### src/rtl/alu_result_stage.sv
// alu_result_stage
//   Registered result stage behind the combinational alu. Results (y plus
//   N/Z/C/V) enter through a valid/ready handshake. They are held in a
//   2-entry skid FIFO until the writeback consumer takes them. The
//   architectural NZCV register is updated when a result is accepted.
//
//   Optional feature macro: ALU_RESULT_STAGE_STICKY_OV_EN
//     Adds clr_sticky / sticky_ov / ov_count. These are a sticky overflow
//     bit and a saturating overflow event counter. Without the macro,
//     these ports and their logic do not exist.
//
// Ports
//   clk, rst_n                 clock, async active-low reset
//   in_valid / in_ready        producer handshake (in_ready from state only)
//   in_y, in_carry, in_overflow, in_zero, in_negative  ALU result
//   in_setflags                accepted result updates flags
//   out_valid / out_ready      consumer handshake on the FIFO head
//   out_y, out_flags           head entry ({N,Z,C,V}), 0 when empty
//   flags                      architectural {N,Z,C,V}
//   clr_sticky, sticky_ov, ov_count   optional overflow tracking
module alu_result_stage #(
  parameter int WIDTH = 32,
  parameter int CNT_W = 8
) (
  input  logic             clk,
  input  logic             rst_n,
  input  logic             in_valid,
  output logic             in_ready,
  input  logic [WIDTH-1:0] in_y,
  input  logic             in_carry,
  input  logic             in_overflow,
  input  logic             in_zero,
  input  logic             in_negative,
  input  logic             in_setflags,
  output logic             out_valid,
  input  logic             out_ready,
  output logic [WIDTH-1:0] out_y,
  output logic [3:0]       out_flags,
  output logic [3:0]       flags
`ifdef ALU_RESULT_STAGE_STICKY_OV_EN
  ,
  input  logic             clr_sticky,
  output logic             sticky_ov,
  output logic [CNT_W-1:0] ov_count
`endif
);

  logic [WIDTH-1:0] r_mem_y [2];
  logic [3:0]       r_mem_f [2];
  logic             r_wptr;
  logic             r_rptr;
  logic [1:0]       r_count;
  logic [3:0]       r_flags;

  logic       w_acc;
  logic       w_pop;
  logic [3:0] w_in_f;

  // in_ready comes from registered count only. A pop while full does
  // not reopen the input until the following cycle.
  assign in_ready  = (r_count != 2'd2);
  assign out_valid = (r_count != 2'd0);
  assign w_acc     = in_valid & in_ready;
  assign w_pop     = out_valid & out_ready;
  assign w_in_f    = {in_negative, in_zero, in_carry, in_overflow};

  assign out_y     = out_valid ? r_mem_y[r_rptr] : '0;
  assign out_flags = out_valid ? r_mem_f[r_rptr] : 4'b0000;
  assign flags     = r_flags;

  always_ff @(posedge clk or negedge rst_n) begin
    if (!rst_n) begin
      for (int i = 0; i < 2; i++) begin
        r_mem_y[i] <= '0;
        r_mem_f[i] <= 4'b0000;
      end
      r_wptr <= 1'b0;
    end else if (w_acc) begin
      r_mem_y[r_wptr] <= in_y;
      r_mem_f[r_wptr] <= w_in_f;
      r_wptr          <= ~r_wptr;
    end
  end

  always_ff @(posedge clk or negedge rst_n) begin
    if (!rst_n) begin
      r_rptr  <= 1'b0;
      r_count <= 2'd0;
    end else begin
      if (w_pop) r_rptr <= ~r_rptr;
      case ({w_acc, w_pop})
        2'b10:   r_count <= r_count + 2'd1;
        2'b01:   r_count <= r_count - 2'd1;
        default: r_count <= r_count;
      endcase
    end
  end

  // Flags follow accept time, not drain time.
  always_ff @(posedge clk or negedge rst_n) begin
    if (!rst_n)                   r_flags <= 4'b0000;
    else if (w_acc & in_setflags) r_flags <= w_in_f;
  end

`ifdef ALU_RESULT_STAGE_STICKY_OV_EN
  logic             r_sticky;
  logic [CNT_W-1:0] r_ov_cnt;

  assign sticky_ov = r_sticky;
  assign ov_count  = r_ov_cnt;

  // If clear and an overflow accept happen in the same cycle, the clear wins.
  always_ff @(posedge clk or negedge rst_n) begin
    if (!rst_n) begin
      r_sticky <= 1'b0;
      r_ov_cnt <= '0;
    end else if (clr_sticky) begin
      r_sticky <= 1'b0;
      r_ov_cnt <= '0;
    end else if (w_acc & in_overflow) begin
      r_sticky <= 1'b1;
      if (r_ov_cnt != {CNT_W{1'b1}}) r_ov_cnt <= r_ov_cnt + 1'b1;
    end
  end
`endif

endmodule

### config.mk
export PLATFORM = sky130hd
export DESIGN_NAME = alu_result_stage
export DESIGN_NICKNAME = d
export VERILOG_FILES = /design/src/rtl/alu_result_stage.sv
export SDC_FILE = /design/constraint.sdc
export NUM_CORES = 1
export LEC_CHECK = 0
export BUFFER_PORTS_ARGS = -buffer_cell sky130_fd_sc_hd__buf_2
export CORE_MARGIN = 2
export CORE_UTILIZATION = 59
export DETAILED_ROUTE_END_ITERATION = 10
export PLACE_DENSITY = 0.86
export RECOVER_POWER = 100
export SETUP_SLACK_MARGIN = 0.4
export SYNTH_ARGS = -nofsm -noshare
export SYNTH_HDL_FRONTEND = slang
export SYNTH_SLANG_ARGS = --single-unit
export TNS_END_PERCENT = 30
### constraint.sdc
create_clock -name clk -period 2.5 [get_ports clk]
set_input_delay 0.25 -clock clk [delete_from_list [all_inputs] [get_ports clk]]
set_output_delay 0.25 -clock clk [all_outputs]
set_load 0.1 [all_outputs]
==> metrics.md <==
| Metric | Value |
|---|---|
| Antenna violations before repair | `0` |
| FF-to-FF setup slack | `between 0.5 and 0.6 ns` |
| Die H | `roughly 85 µm` |
| Status | `finished, violations left` |
| Vias per Instance | `approximately 5.4` |
| Routed WL | `6980 µm` |
| Netlist Area Pre-Place | `3880 µm²` |
| Commonest non-fill, non-tap cell in the layout | `dfrtp_1` |
| # clock sinks | `80` |
| Mean area per synthesized cell | `15.0 µm²` |
| Hold path startpoint | `in_y[30]` |
| Final setup violation count | `0` |
| Largest net degree at the start of global routing | `81` |
| M2 GR Usage | `about a third` |
| Worst R2R End | `r_mem_y[0]` |
| Post-Syn Nets | `around 300` |
| Num rows | `29` |
| Htree depth | `3` |
| Io pins | `slightly above 80` |
| Critical path arrival | `1.94 ns` |
| Hold EP | `r_mem_y[30]` |
| Met1 usage | `30.8%` |
| First-pass GRT wire length | `approximately 12000 µm` |
| Initial DRC count | `150` |
| Sequential area share after synthesis | `51.6%` |
| Fin. max-slew vios | `81` |
| Clock-pin slew on the worst setup and hold paths | `0.08 ns` |
| DRC errors left | `0` |
| Netlist cell types | `20` |
| CTS tree | `done` |
| GPL Wtd Cong | `0.739` |
| N_diodes | `0` |
| Area of the core | `6350 µm²` |
| DIE AREA | `7240 µm²` |
| Starting density of the core | `around three fifths` |
| Hold Crit Depth | `2` |
| Max-Cap Viols | `1` |
| Clk_skew | `0.0117 ns` |
| Ratio of cells with drive above 1 in the final layout | `about two fifths` |
| WP data required | `between 2 and 2.5 ns` |
| Tightest Hold Check Type | `in2reg` |
| Drt first pass iters | `3` |
| Worst r2r path cells | `4` |
| Final ANT Viol Nets | `0` |
| DP HPWL | `4790 µm` |
| CTS buffer count | `9` |
| TNS Setup | `0 ns` |
| Grt ovf | `0` |
| Failing checks | `max-capacitance violations, max-slew violations` |
| Worst Setup End Kind | `primary output` |
| Final worst path period share | `87.6%` |
| Critical path fanouts, max | `29` |
| Met3 usage | `3.99%` |
| # nets final | `384` |
| Relative slew slack | `-30.5%` |
| Crit path time final | `between 2 and 2.5 ns` |
| Vias in the first global route | `between 2000 and 2500` |
| Final Hold Viols | `0` |
| YS warnings | `0` |
| Max Clk Rate | `457 MHz` |
| Cell taking the most area after synthesis | `dfrtp_1` |
| Synth top area share | `51.6%` |
| CTS root buf | `clkbuf_8` |
| CP Launch Type | `register` |
| Synth Instances | `259` |
| Vias | `2286` |
| Worst r2r src | `r_count[0]` |
| RSZ-0062 raised after global routing | `no` |
| Syn-to-layout area delta | `9.23%` |
| CP Class | `reg2out` |
| Latest clock arrival within the worst-skew pair | `about 0.35 ns` |
| Area contributors post-synth | `dfrtp_1 52%, mux2_4 23%, mux2i_1 9.3%, mux2_2 4.6%, nor2_1 3.6%` |
| Most Crowded Layer GR | `met2` |
| Die width | `around 85 µm` |
| Slew @ Worst Pin | `1.96 ns` |
| #FFs+latches synth | `80` |
| Most frequent cells in the layout | `79 x dfrtp_1, 68 x buf_2, 54 x mux2_1` |
| GRT Total Usage | `21.7%` |
| I/O Buffers | `82` |
| Longest Clk Path Bufs | `2` |
| Routed length per placed instance | `16.5 µm` |
## registers in the layout, summed over array words and instances (netlist names)
signal,cells
r_count,2
r_mem_y,64
r_rptr,1
r_mem_f,8
flags,4
r_wptr,1
## layer usage
layer,wire length (µm),vias up,share of wire [%]
li1,-,1053,-
met1,3230,1163,46
met2,3330,60,48
met3,306,10,4.4
met4,106,0,1.5
met5,0,-,0
## worst max-delay path, cell delays in order, from the launching register on
cell,delay (ns)
dfrtp_1,0.45
nor2_4,0.26
clkbuf_4,0.45
nor2_1,0.11
buf_2,0.31
## layout make-up
type	instances	area (µm²)
clock buffers	11	131
clock inverters	5	33.8
fillers	528	2110
inverters	1	3.75
multi-input cells	162	1510
flip-flops and latches	80	2000
well taps	77	96.3
repair buffers	88	455
## Yosys cell counts, drive strengths merged
master / n
and3b: 1
and2: 1
inv: 1
xor2: 2
mux2: 76
and3: 2
xnor2: 3
buf: 13
nand2b: 1
dfrtp: 80
nand2: 1
nor2: 38
mux2i: 36
ha: 1
clkbuf: 3
## metrics by stage
stage / cell area [µm²] / cells / utilization, % / worst slack [ns] / hold slack, ns
floorplan: 3910 / 259 / - / 0.0824 / -0.0456
global placement: 4300 / 408 / 67.7 / 0.726 / 0.465
detailed placement: 4300 / 408 / 67.7 / 0.675 / 0.470
CTS: 4470 / 424 / 70.4 / 0.434 / 0.0905
global route: 4240 / 424 / 66.7 / 0.216 / 0.126
finish: 4240 / 424 / 66.7 / 0.309 / 0.132
## cells by family after synthesis
kind of cell	synth area share, %
AND/OR/NAND/NOR	5.06
buffers and inverters	4.71
multiplexers	37.2
adder cells (fa/ha/maj)	0.323
XOR/XNOR	1.13
flip-flops	51.6
## what timing repair did
action	in CTS	in global routing
cloned	0	0
buffers inserted	0	0
endpoints found under the setup margin	29	14
hold buffers	0	0
gates resized for setup	1	1
## worst max-delay path by stage
stage | slack (ns) | cells after the start | from | to
6_report | 0.31 | 4 | r_count[0] | out_y[24]
5_1_grt | 0.22 | 4 | r_count[0] | out_y[23]
2_1_floorplan | 0.08 | 4 | r_rptr | out_y[21]
4_1_cts | 0.43 | 4 | r_count[0] | out_y[24]
3_5_place_dp | 0.68 | 4 | r_count[0] | r_mem_f[3]
3_3_place_gp | 0.73 | 4 | r_count[0] | r_mem_y[0]
Power is not shown: default switching activity piles up to over one toggle a cycle in this logic, so the estimate is an artifact.
